`src/rtl/pipelined_control.sv`:
```
// Pipelined controller: decodes the ID opcode, carries control bundles through
// ID/EX, EX/MEM and MEM/WB, and resolves load-use stalls, taken branches and jumps.
module pipelined_control #(
    parameter int OPCODE_W   = 4,
    parameter int REG_ADDR_W = 3,
    parameter int ALUOP_W    = 2
) (
    input  logic                  clock,
    input  logic                  reset,
    input  logic [OPCODE_W-1:0]   Opcode,
    input  logic [REG_ADDR_W-1:0] id_rs,
    input  logic [REG_ADDR_W-1:0] id_rt,
    input  logic [REG_ADDR_W-1:0] ex_rt,
    input  logic                  ex_zero,
    output logic [1:0]            PCControl,
    output logic                  stall,
    output logic                  flush,
    output logic                  illegal,
    output logic                  RegDst,
    output logic                  ALUSrc,
    output logic                  Branch,
    output logic [ALUOP_W-1:0]    ALUOp,
    output logic                  MemWrite,
    output logic                  MemRead,
    output logic                  RegWrite,
    output logic                  MemtoReg
);

    localparam logic [1:0] PC_NEXT   = 2'b00;
    localparam logic [1:0] PC_BRANCH = 2'b01;
    localparam logic [1:0] PC_JUMP   = 2'b10;
    localparam logic [1:0] PC_HOLD   = 2'b11;

    logic               opcode_hi;
    logic               dec_regdst, dec_alusrc, dec_branch;
    logic [ALUOP_W-1:0] dec_aluop;
    logic               dec_memwrite, dec_memread, dec_regwrite, dec_memtoreg;
    logic               dec_illegal, is_jump;

    logic               take, load_use, squash;

    logic               idex_regdst, idex_alusrc, idex_branch;
    logic [ALUOP_W-1:0] idex_aluop;
    logic               idex_memwrite, idex_memread, idex_regwrite, idex_memtoreg;
    logic               exmem_memwrite, exmem_memread, exmem_regwrite, exmem_memtoreg;
    logic               memwb_regwrite, memwb_memtoreg;

    // Any opcode bit above the low nibble makes the instruction undecodable
    assign opcode_hi = (Opcode >> 4) != '0;

    always_comb begin
        dec_regdst   = 1'b0;
        dec_alusrc   = 1'b0;
        dec_branch   = 1'b0;
        dec_aluop    = '0;
        dec_memwrite = 1'b0;
        dec_memread  = 1'b0;
        dec_regwrite = 1'b0;
        dec_memtoreg = 1'b0;
        dec_illegal  = 1'b0;
        is_jump      = 1'b0;
        if (opcode_hi) begin
            dec_illegal = 1'b1;
        end else begin
            case (Opcode[3:0])
                4'd0: ;
                4'd1: begin
                    dec_regwrite = 1'b1;
                    dec_regdst   = 1'b1;
                    dec_aluop    = ALUOP_W'(2);
                end
                4'd2: begin
                    dec_regwrite = 1'b1;
                    dec_alusrc   = 1'b1;
                    dec_memread  = 1'b1;
                    dec_memtoreg = 1'b1;
                end
                4'd3: begin
                    dec_alusrc   = 1'b1;
                    dec_memwrite = 1'b1;
                end
                4'd4: begin
                    dec_branch = 1'b1;
                    dec_aluop  = ALUOP_W'(1);
                end
                4'd5: is_jump = 1'b1;
                4'd6: begin
                    dec_regwrite = 1'b1;
                    dec_alusrc   = 1'b1;
                end
                4'd7: begin
                    dec_regwrite = 1'b1;
                    dec_alusrc   = 1'b1;
                    dec_aluop    = ALUOP_W'(3);
                end
                default: dec_illegal = 1'b1;
            endcase
        end
    end

    // A taken branch squashes the ID instruction, so it never needs to stall
    always_comb begin
        take      = idex_branch & ex_zero;
        load_use  = idex_memread & ((ex_rt == id_rs) || (ex_rt == id_rt));
        squash    = take | load_use;
        PCControl = PC_NEXT;
        stall     = 1'b0;
        flush     = 1'b0;
        if (!reset) begin
            if (take) begin
                PCControl = PC_BRANCH;
                flush     = 1'b1;
            end else if (load_use) begin
                PCControl = PC_HOLD;
                stall     = 1'b1;
            end else if (is_jump) begin
                PCControl = PC_JUMP;
                flush     = 1'b1;
            end
        end
    end

    always_ff @(posedge clock) begin
        if (reset) begin
            idex_regdst    <= 1'b0;
            idex_alusrc    <= 1'b0;
            idex_branch    <= 1'b0;
            idex_aluop     <= '0;
            idex_memwrite  <= 1'b0;
            idex_memread   <= 1'b0;
            idex_regwrite  <= 1'b0;
            idex_memtoreg  <= 1'b0;
            exmem_memwrite <= 1'b0;
            exmem_memread  <= 1'b0;
            exmem_regwrite <= 1'b0;
            exmem_memtoreg <= 1'b0;
            memwb_regwrite <= 1'b0;
            memwb_memtoreg <= 1'b0;
            illegal        <= 1'b0;
        end else begin
            idex_regdst    <= dec_regdst   & ~squash;
            idex_alusrc    <= dec_alusrc   & ~squash;
            idex_branch    <= dec_branch   & ~squash;
            idex_aluop     <= squash ? '0 : dec_aluop;
            idex_memwrite  <= dec_memwrite & ~squash;
            idex_memread   <= dec_memread  & ~squash;
            idex_regwrite  <= dec_regwrite & ~squash;
            idex_memtoreg  <= dec_memtoreg & ~squash;
            exmem_memwrite <= idex_memwrite;
            exmem_memread  <= idex_memread;
            exmem_regwrite <= idex_regwrite;
            exmem_memtoreg <= idex_memtoreg;
            memwb_regwrite <= exmem_regwrite;
            memwb_memtoreg <= exmem_memtoreg;
            illegal        <= dec_illegal & ~squash;
        end
    end

    assign RegDst   = idex_regdst;
    assign ALUSrc   = idex_alusrc;
    assign Branch   = idex_branch;
    assign ALUOp    = idex_aluop;
    assign MemWrite = exmem_memwrite;
    assign MemRead  = exmem_memread;
    assign RegWrite = memwb_regwrite;
    assign MemtoReg = memwb_memtoreg;

endmodule
```
`config.mk`:
```
export PLATFORM = sky130hd
export DESIGN_NAME = pipelined_control
export DESIGN_NICKNAME = d
export VERILOG_FILES = /design/src/rtl/pipelined_control.sv
export SDC_FILE = /design/constraint.sdc
export NUM_CORES = 1
export LEC_CHECK = 0
export BUFFER_PORTS_ARGS = -buffer_cell sky130_fd_sc_hd__buf_4
export CORE_MARGIN = 1
export CORE_UTILIZATION = 50
export CTS_BUF_LIST = sky130_fd_sc_hd__clkbuf_8
export CTS_CLUSTER_DIAMETER = 100
export DETAILED_ROUTE_END_ITERATION = 10
export PLACE_DENSITY_LB_ADDON = 0.15
export SLEW_MARGIN = 25
export SYNTH_ARGS = -nofsm -noshare
export SYNTH_HDL_FRONTEND = slang
export SYNTH_SLANG_ARGS = --single-unit
```
`constraint.sdc`:
```
create_clock -name clock -period 3.3 [get_ports clock]
set_input_delay 0.66 -clock clock [delete_from_list [all_inputs] [get_ports clock]]
set_output_delay 0.66 -clock clock [all_outputs]
set_load 0.005 [all_outputs]
```
# Word level (Yosys, flattened, before mapping)
# Cells that the tools add are included.
[totals]
inputBits = 16
word_cells = 59
out_inout_bits = 14
ff_bits = 14
[op_classes]
n_bitwise = 11
eq_ne = 9
n_mux = 20
reduce_logical = 6
[ops]
columns = ["op", "n"]
rows = [
  ["equality test 4 x 3 -> 1 bit (second input constant)", 4],
  ["2-to-1 mux 1 bit", 15],
  ["AND 1 bit", 9],
  ["equality test 4 x 2 -> 1 bit (second input constant)", 2],
  ["2-to-1 mux 2 bit", 4],
  ["OR reduction 4 bit", 2],
  ["OR reduction 8 bit", 1],
  ["equality test 3 bit", 2],
  ["one-hot mux 2 bit (3 select lines)", 1],
  ["equality test 4 x 1 -> 1 bit (second input constant)", 1],
  ["logical NOT 4 bit", 1],
  ["OR reduction 2 bit", 1],
  ["logical OR 1 bit", 1],
  ["inverter 1 bit", 1],
  ["bitwise OR 1 bit", 1],
]

# Depth between registers and ports, before layout
# Gate-level depths: netlist (run 1).
[depth]
ltp_word = 6
ltp_mapped = 4
depth_no_buf = 3

# Worst setup path before layout (run 1)
# No wires, ideal clock.
[synth_path]
path_type = "input to output"
startpoint = "in Opcode[1]"
endpoint = "out flush"
n_path_buf = 1
setup_slack_ns = 1.185
arrival_time_ns = 1.455
path_stages = 4
required_time_ns = 2.640
cell_sequence = "buf_2 nor4bb_1 nand2b_1 o32ai_2"
[synth_via]
elab_chain_cells = 6
[synth_lines]
columns = ["item", "line_no", "source"]
rows = [
  ["start, declared", "10", "input logic [OPCODE_W-1:0] Opcode,"],
  ["equality test 4 x 3 -> 1 bit", "65", "case (Opcode[3:0])"],
  ["2-to-1 mux 1 bit", "65", ""],
  ["2-to-1 mux 1 bit", "116", "end else if (is_jump) begin"],
  ["2-to-1 mux 1 bit", "113", "end else if (load_use) begin"],
  ["2-to-1 mux 1 bit", "110", "if (take) begin"],
  ["2-to-1 mux 1 bit", "109", "if (!reset) begin"],
  ["end, declared", "17", "output logic flush,"],
]
# No other way between the ends.

# Worst setup path after layout (run 1)
# Same ends and word-level chain as after synthesis.

==> impl_metrics.ini, run 1 <==
[status]
status = completed

[floorplanning]
ios = 30
dieArea_sq_mm = 0.001521
die_w_um = 39.00
floorplan.initialDensity_pct = 57.70
std_cell_rows = 12
coreArea_sq_mm = 0.001186
die_h_um = 39.00

[clocking]
cts_max_path_buffers = 2
clock_sinks = 14
cts_setup_buffers = 0
cts.clk_slew.worst_paths_ns = 0.06
holdBufCountCts = 0
ctsHtreeMaxLevel = 1
cts-resized-gates = 0
clkLatencyLatePin_ns = 0.24
cts_buffers = 3
cts_tree = built
cts-root-buf = clkbuf_8

[grt]
grt_pass1_wl_mm = 2.208
first_global_vias = 502
top_usage_layer = met2
use_met2_pct = 35.00
antenna_found_initial = 0
grt_use_total_pct = 21.93
grt_max_degree = 12
grt_overflow = 0
met1_usage_pct = 28.47
met3_usage_pct = 3.468

[worst_setup_path]
criticalPathCategory = primary input to output port
arrival_ns = 1.71
critPathRequiredTime_ns = 2.64
end_kind = output port
cp-start-kind = primary input
critPathMaxFanout = 9

[detailed_routing]
first_pass_iters = 4
post-route-drc-count = 0
wire_per_inst_um = 13.25
drt_iter0_drc = 14
wirelength_mm = 1.391
dr_total_vias = 564
antenna_left = 0
viasPerCell = 5.371

[placement]
finalWeightedCongestion = 0.7228
placed_area_sq_um = 887.1
dp_hpwl_mm = 1.052
io_buffers = 29

[final_layout]
diodes = 0
area_growth_syn_to_layout_pct = 37.66
largest_register_ff_count = 2
fin_nets = 108
layout-drive-gt1-share_pct = 51.65
final_area_sq_um = 942.2

[timing]
fin_crit_ns = 2.365
max_freq_mhz = 422.8
finalSetupViolCount = 0
tns_ns = 0
drv_slew = 0
relSlewSlack_pct = 69.53
rsz0062_at_grt = false
fin_crit_sh_pct = 71.67
finClkSkew_ns = 0.0007180
timing.hold.ws_ns = 0.4449
tightest_slew_ns = 0.4571
finalHoldViolCount = 0

[yosys]
synth_area_sq_um = 684.4
syn-num-nets = 78
synthCells = 62
avgSynthCellArea_sq_um = 11.04
synth_seq_cells = 14
synth.distinct_cells = 20
yosys_warnings = 0
synth_seq_area_share_pct = 40.95

[pwr]
leakagePower_nw = 0.3785
ir_drop_mv = 0.2957
powerDensity_mw_per_mm2 = 419.0
finalPower_uw = 394.8

[hold_path]
hold_class = flop to flop

[job]
maxCapViolations = 0
-- final timing paths --
check / from / endpoint / slack, ns / cells past startpoint
worst max register to register: Branch / idex_regwrite / 2.09 / 3
worst min-delay path: idex_regwrite / exmem_regwrite / 0.44 / 1
worst min register to register: idex_regwrite / exmem_regwrite / 0.44 / 1
worst max-delay path: Opcode[1] / flush / 0.93 / 5
-- synthesized netlist by cell type --
library cell  count  share of area, %
a21boi_1          1               1.1
a21oi_2           1               1.3
a31oi_1           1              0.91
and4_4            2               3.3
buf_2             1              0.73
buf_6             2               3.3
clkbuf_2          1              0.73
dfxtp_1          14                41
nand2_1           5               2.7
nand2b_1          3               2.7
nand4_1           2               1.8
nor2b_1           6               5.5
nor3_1            1              0.73
nor4_2            7                13
nor4b_2           1               2.2
nor4bb_1          1               1.5
o31a_1            1               1.3
o32ai_2           1               2.4
or3b_2            2               2.6
xnor2_1           9                12
-- stage by stage --
step	worst slack [ns]	instances	utilization, %
final	0.9347	105	79.43
after CTS	0.9414	105	79.43
after global placement	0.9562	101	74.79
after detailed placement	0.9532	101	74.79
after floorplan	1.185	62	-
after global routing	0.8464	105	79.43
-- kinds of logic (layout without fill, tap and decap cells) --
group / count (synthesis) / in the layout / synth area share [%]
AOI/OAI and AO/OA: 5 / 5 / 6.949
xor gates and xnor gates: 9 / 9 / 11.52
buffers and inverters: 4 / 33 / 4.752
DFF: 14 / 14 / 40.95
and+or+nand+nor: 30 / 30 / 35.83
-- layer usage --
layer / vias to the layer above / part of all wire (%)
met5: - / 0
met4: 0 / 1.2
met3: 4 / 3.9
met2: 16 / 49
met1: 267 / 46
li1: 277 / -
-- layout by cell type, fill, tap and decap left out --
cell type / Yosys / layout
nor4_2: 7 / 7
a21boi_1: 1 / 1
xnor2_1: 9 / 9
nor4b_2: 1 / 1
or3b_2: 2 / 2
nand2b_1: 3 / 3
clkbuf_8: 0 / 4
nor3_1: 1 / 1
nor4bb_1: 1 / 1
dfxtp_1: 14 / 14
o32ai_2: 1 / 1
a21oi_2: 1 / 1
and4_4: 2 / 2
o31a_1: 1 / 1
nand2_1: 5 / 5
nor2b_1: 6 / 6
a31oi_1: 1 / 1
nand4_1: 2 / 2
buf_4: 0 / 29
-- report_power, final --
group          internal (mW)  leakage (nW)  switching [mW]
combinational         0.0299         0.236          0.0243
sequential             0.174         0.114         0.00144
clock                  0.106        0.0288          0.0601
total                  0.309         0.379          0.0858
-- layout make-up --
cell class / count / area, sq um
multi-input combinational: 44 / 371.6
clock buffer: 4 / 55.05
fill: 88 / 244.0
timing repair buffer: 29 / 217.7
sequential: 14 / 280.3
tap: 14 / 17.52
-- critical path, cell delays in order --
cell      delay [ns]
buf_4           0.15
nor4bb_1        0.42
nand2b_1        0.12
o32ai_2         0.21
buf_4           0.15
Power figures use the tool's default switching activity.
==> run 2: changes to the inputs <==
--- a/config.mk
+++ b/config.mk
@@ -7,7 +7,7 @@
 export LEC_CHECK = 0
 export BUFFER_PORTS_ARGS = -buffer_cell sky130_fd_sc_hd__buf_4
 export CORE_MARGIN = 1
-export CORE_UTILIZATION = 50
+export CORE_UTILIZATION = 43
 export CTS_BUF_LIST = sky130_fd_sc_hd__clkbuf_8
 export CTS_CLUSTER_DIAMETER = 100
 export DETAILED_ROUTE_END_ITERATION = 10
==> constraint.sdc (replaced) <==
create_clock -name clock -period 2.1 [get_ports clock]
set_input_delay 0.42 -clock clock [delete_from_list [all_inputs] [get_ports clock]]
set_output_delay 0.42 -clock clock [all_outputs]
set_load 0.005 [all_outputs]
==> run 2 against run 1 <==
  * Hold slack worse by 0.027 ns
  * Sequential power rose by 57%
  * Power rose by 56%
  * Via count down 2.3%
  * Count of clock-buffer cells in the layout did not move
  * Final area increased by 1.1%
  * Critical endpoint unchanged
  * Critical path type unchanged
  * Sequential share of layout area down 0.31 points
  * Core utilization shrank 15 points
==> impl_metrics.ini, run 2 (synthesis results as in run 1) <==
[worst_setup_path]
critPathRequiredTime_ns = 1.68
cp-start-kind = primary input
criticalPathCategory = primary input to output port
end_kind = output port
critPathMaxFanout = 9
arrival_ns = 1.42

[timing]
finalHoldViolCount = 0
tns_ns = 0
timing.hold.ws_ns = 0.4177
rsz0062_at_grt = false
relSlewSlack_pct = 68.86
max_freq_mhz = 544.3
drv_slew = 0
tightest_slew_ns = 0.4671
finalSetupViolCount = 0
fin_crit_ns = 1.837
finClkSkew_ns = 0.005302
fin_crit_sh_pct = 87.49

[floorplanning]
floorplan.initialDensity_pct = 45.97
die_h_um = 41.90
ios = 30
die_w_um = 41.90
dieArea_sq_mm = 0.001755
coreArea_sq_mm = 0.001489
std_cell_rows = 14

[clocking]
cts_setup_buffers = 0
cts_max_path_buffers = 2
cts-resized-gates = 0
ctsHtreeMaxLevel = 1
cts.clk_slew.worst_paths_ns = 0.05
cts_buffers = 3
clkLatencyLatePin_ns = 0.24
cts-root-buf = clkbuf_8
clock_sinks = 14
cts_tree = built
holdBufCountCts = 0

[grt]
grt_overflow = 0
grt_max_degree = 12
antenna_found_initial = 0
grt_pass1_wl_mm = 2.152
first_global_vias = 512
grt_use_total_pct = 16.82

[placement]
dp_hpwl_um = 941.1
io_buffers = 29
placed_area_sq_um = 897.1
dp.cells = 104
finalWeightedCongestion = 0.7368

[pwr]
power_frac_comb_pct = 13.6
ir_drop_mv = 0.3056
power.switching_uw = 130.7
p_seq_share_pct = 44.6
p_sw_share_pct = 21.21
finalPower_uw = 616.3
p_int_uw = 485.6
leakagePower_nw = 0.3840
powerDensity_mw_per_mm2 = 647.3
p_clk_share_pct = 41.8

[detailed_routing]
antenna_left = 0
first_pass_iters = 4
post-route-drc-count = 0
drt_iter0_drc = 8
wire_per_inst_um = 11.54
viasPerCell = 5.102
dr_total_vias = 551
wirelength_mm = 1.246

[final_layout]
fin_cells = 108
final_area_sq_um = 952.2
layout-drive-gt1-share_pct = 52.17
area_growth_syn_to_layout_pct = 39.12
fillers = 116
diodes = 0
final_common_cell = buf_4
layout_common_cells = 30 x buf_4, 14 x dfxtp_1, 9 x xnor2_1
fin_nets = 109
largest_register_ff_count = 2

[job]
maxCapViolations = 0

[status]
status = completed

[hold_path]
hold_class = primary input to flop
## run 2: cell types whose count changed in the layout (fill, tap and decap cells not counted), sizes merged
cell,previous run,this run
buf,29,30
## run 2: power by group through the flow
stage	sequential, mW	combinational, mW	clock (mW)
2_1_floorplan	0.281	0.0421	0
3_3_place_gp	0.280	0.0829	0
3_5_place_dp	0.281	0.0836	0
4_1_cts	0.275	0.0841	0.265
5_1_grt	0.276	0.0924	0.274
6_report	0.275	0.0837	0.258
## run 2: area by class of cell
type                       count  area (sq um)  share of cell area [%]
multi-input combinational     44         371.6                   39.03
sequential                    14         280.3                   29.43
clock buffer                   4         55.05                   5.782
tap                           16         20.02                   2.102
timing repair buffer          30         225.2                   23.65
## run 2: path summary, 6_finish.rpt
kind,start,end,slack [ns],cells after the start
setup reg to reg,Branch,ALUOp[1],0.90,3
setup / recovery,Opcode[1],flush,0.26,5
hold / removal,reset,exmem_regwrite,0.42,2
hold reg to reg,idex_regwrite,exmem_regwrite,0.43,1
## run 2: routing by layer
metal / up-vias / global-route usage, % / wire length (um)
met5: - / 0 / 0
met4: 0 / 9.677 / 28
met3: 4 / 6.957 / 69
met2: 17 / 26.25 / 592
met1: 251 / 19.18 / 555
li1: 279 / - / -
## run 2: metrics by stage
step / util, % / setup slack, ns
finish: 63.95 / 0.2626
global route: 63.95 / 0.1543
CTS: 63.95 / 0.2495
detailed placement: 60.25 / 0.2607
global placement: 60.25 / 0.2327
floorplan: - / 0.4649
## run 2: worst max-delay path: stages
cell and delay [ns]:
buf_4 0.15, nor4bb_1 0.39, nand2b_1 0.11, o32ai_2 0.20, buf_4 0.14
==> run 3: changes to the inputs <==
--- a/config.mk
+++ b/config.mk
@@ -5,7 +5,7 @@
 export SDC_FILE = /design/constraint.sdc
 export NUM_CORES = 1
 export LEC_CHECK = 0
-export BUFFER_PORTS_ARGS = -buffer_cell sky130_fd_sc_hd__buf_4
+export BUFFER_PORTS_ARGS = -buffer_cell sky130_fd_sc_hd__buf_2
 export CORE_MARGIN = 1
 export CORE_UTILIZATION = 43
 export CTS_BUF_LIST = sky130_fd_sc_hd__clkbuf_8
==> run 3 against run 2 <==
  * Global-route usage decreased by 2.9 points
  * Sequential cell count unchanged
  * Hold slack improved by 0.011 ns
  * Clock skew decreased by 0.0049 ns
  * Final area decreased by 9.9%
  * Via count decreased by 3.1%
  * Clock power decreased by 19%
  * Largest cell class unchanged
==> impl_metrics.ini, run 3 (synthesis results as in run 1) <==
[final_layout]
final_common_cell = buf_2
area_growth_syn_to_layout_pct = 25.41
layout_common_cells = 29 x buf_2, 14 x dfxtp_1, 9 x xnor2_1
final_area_sq_um = 858.3
largest_register_ff_count = 2
fin_cells = 106
diodes = 0
layout-drive-gt1-share_pct = 51.11
fin_nets = 108

[detailed_routing]
wire_per_inst_um = 11.09
wirelength_mm = 1.176
drt_iter0_drc = 9
viasPerCell = 5.038
antenna_left = 0
dr_total_vias = 534
post-route-drc-count = 0
first_pass_iters = 4

[timing]
tns_ns = 0
relSlewSlack_pct = 69.63
finalSetupViolCount = 0
max_freq_mhz = 545.3
fin_crit_ns = 1.834
finalHoldViolCount = 0
timing.hold.ws_ns = 0.4282
rsz0062_at_grt = false
drv_slew = 0
fin_crit_sh_pct = 87.32
tightest_slew_ns = 0.4555
layout_setup_ws_ns = 0.2663
finClkSkew_ns = 0.0004519

[clocking]
cts_setup_buffers = 0
holdBufCountCts = 0
ctsHtreeMaxLevel = 1
cts-root-buf = clkbuf_8
cts_tree = built
cts_buffers = 3
cts_max_path_buffers = 2
clock_sinks = 14
cts-resized-gates = 0
cts.clk_slew.worst_paths_ns = 0.05
clkLatencyLatePin_ns = 0.24

[worst_setup_path]
cp-start-kind = primary input
arrival_ns = 1.41
cp.depth = 5
end_kind = output port
critPathCapture = flush
criticalPathCategory = primary input to output port
critPathMaxFanout = 9
worstPathCellList = buf_2 > nor4bb_1 > nand2b_1 > o32ai_2 > buf_2
critPathBufInv = 2
rr_endpoint = idex_memtoreg
cpPeakStageDelay_ns = 0.39
critPathRequiredTime_ns = 1.68
reg2reg_depth = 3
reg2reg_slack_ns = 0.92
critPathLaunch = Opcode[1]
critPathTopFamily = simple AND/OR/NAND/NOR gates
r2r_start = Branch
crit_path_top_delay_cell = nor4bb_1
cp_common_cell = buf_2

[floorplanning]
ios = 30
floorplan.initialDensity_pct = 45.97
std_cell_rows = 14
dieArea_sq_mm = 0.001755
die_h_um = 41.90
die_w_um = 41.90
coreArea_sq_mm = 0.001489

[placement]
dp.cells = 103
io_buffers = 29
dp_hpwl_um = 882.9
placed_area_sq_um = 817.0
finalWeightedCongestion = 0.7188
pre_cts_slack_ns = 0.2613

[grt]
antenna_found_initial = 0
grt_max_degree = 12
first_global_vias = 479
grt_overflow = 0
grt_pass1_wl_mm = 1.849
grt_use_total_pct = 13.92

[hold_path]
hold_class = primary input to flop

[pwr]
powerDensity_mw_per_mm2 = 648.9
ir_drop_mv = 0.2812
leakagePower_nw = 0.3588

[job]
maxCapViolations = 0

[status]
status = completed
-- run 3: area by class of cell --
| cell class | instances | area [sq um] |
|---|---|---|
| multi-input combinational | 44 | 371.6 |
| clock buffer | 3 | 41.29 |
| fill | 126 | 630.6 |
| tap | 16 | 20.02 |
| timing repair buffer | 29 | 145.1 |
| sequential | 14 | 280.3 |
-- run 3: metrics by stage --
step	total power, mW	util [%]
2_1_floorplan	0.3232	-
3_3_place_gp	0.3516	54.87
3_5_place_dp	0.3528	54.87
4_1_cts	0.5654	57.65
5_1_grt	0.5802	57.65
6_report	0.5569	57.65
-- run 3: worst min path at each step --
stage	start	to	slack (ns)	cells after the start
floorplan	idex_memwrite	MemWrite	0.41	1
global placement	idex_regwrite	exmem_regwrite	0.42	1
detailed placement	idex_memwrite	MemWrite	0.42	1
CTS	Opcode[3]	illegal	0.43	3
global route	Opcode[3]	illegal	0.44	3
finish	Opcode[3]	illegal	0.43	3
-- run 3: per-layer routing --
layer | track usage [%] | up-vias | part of all wire, %
met1 | 16.21 | 238 | 46
met2 | 22.50 | 17 | 49
met3 | 3.043 | 2 | 4.8
met4 | 9.677 | 0 | 0.77
met5 | 0 | - | 0
li1 | - | 277 | -
-- run 3: tightest hold or removal path: stages --
cell and delay [ns]:
buf_2 0.11, nand2_1 0.05, nor3_1 0.04
-- run 3: where the power goes --
group | total (mW) | internal (mW) | switching, mW
clock | 0.210 | 0.126 | 0.0835
sequential | 0.275 | 0.273 | 0.00176
combinational | 0.0724 | 0.0360 | 0.0364
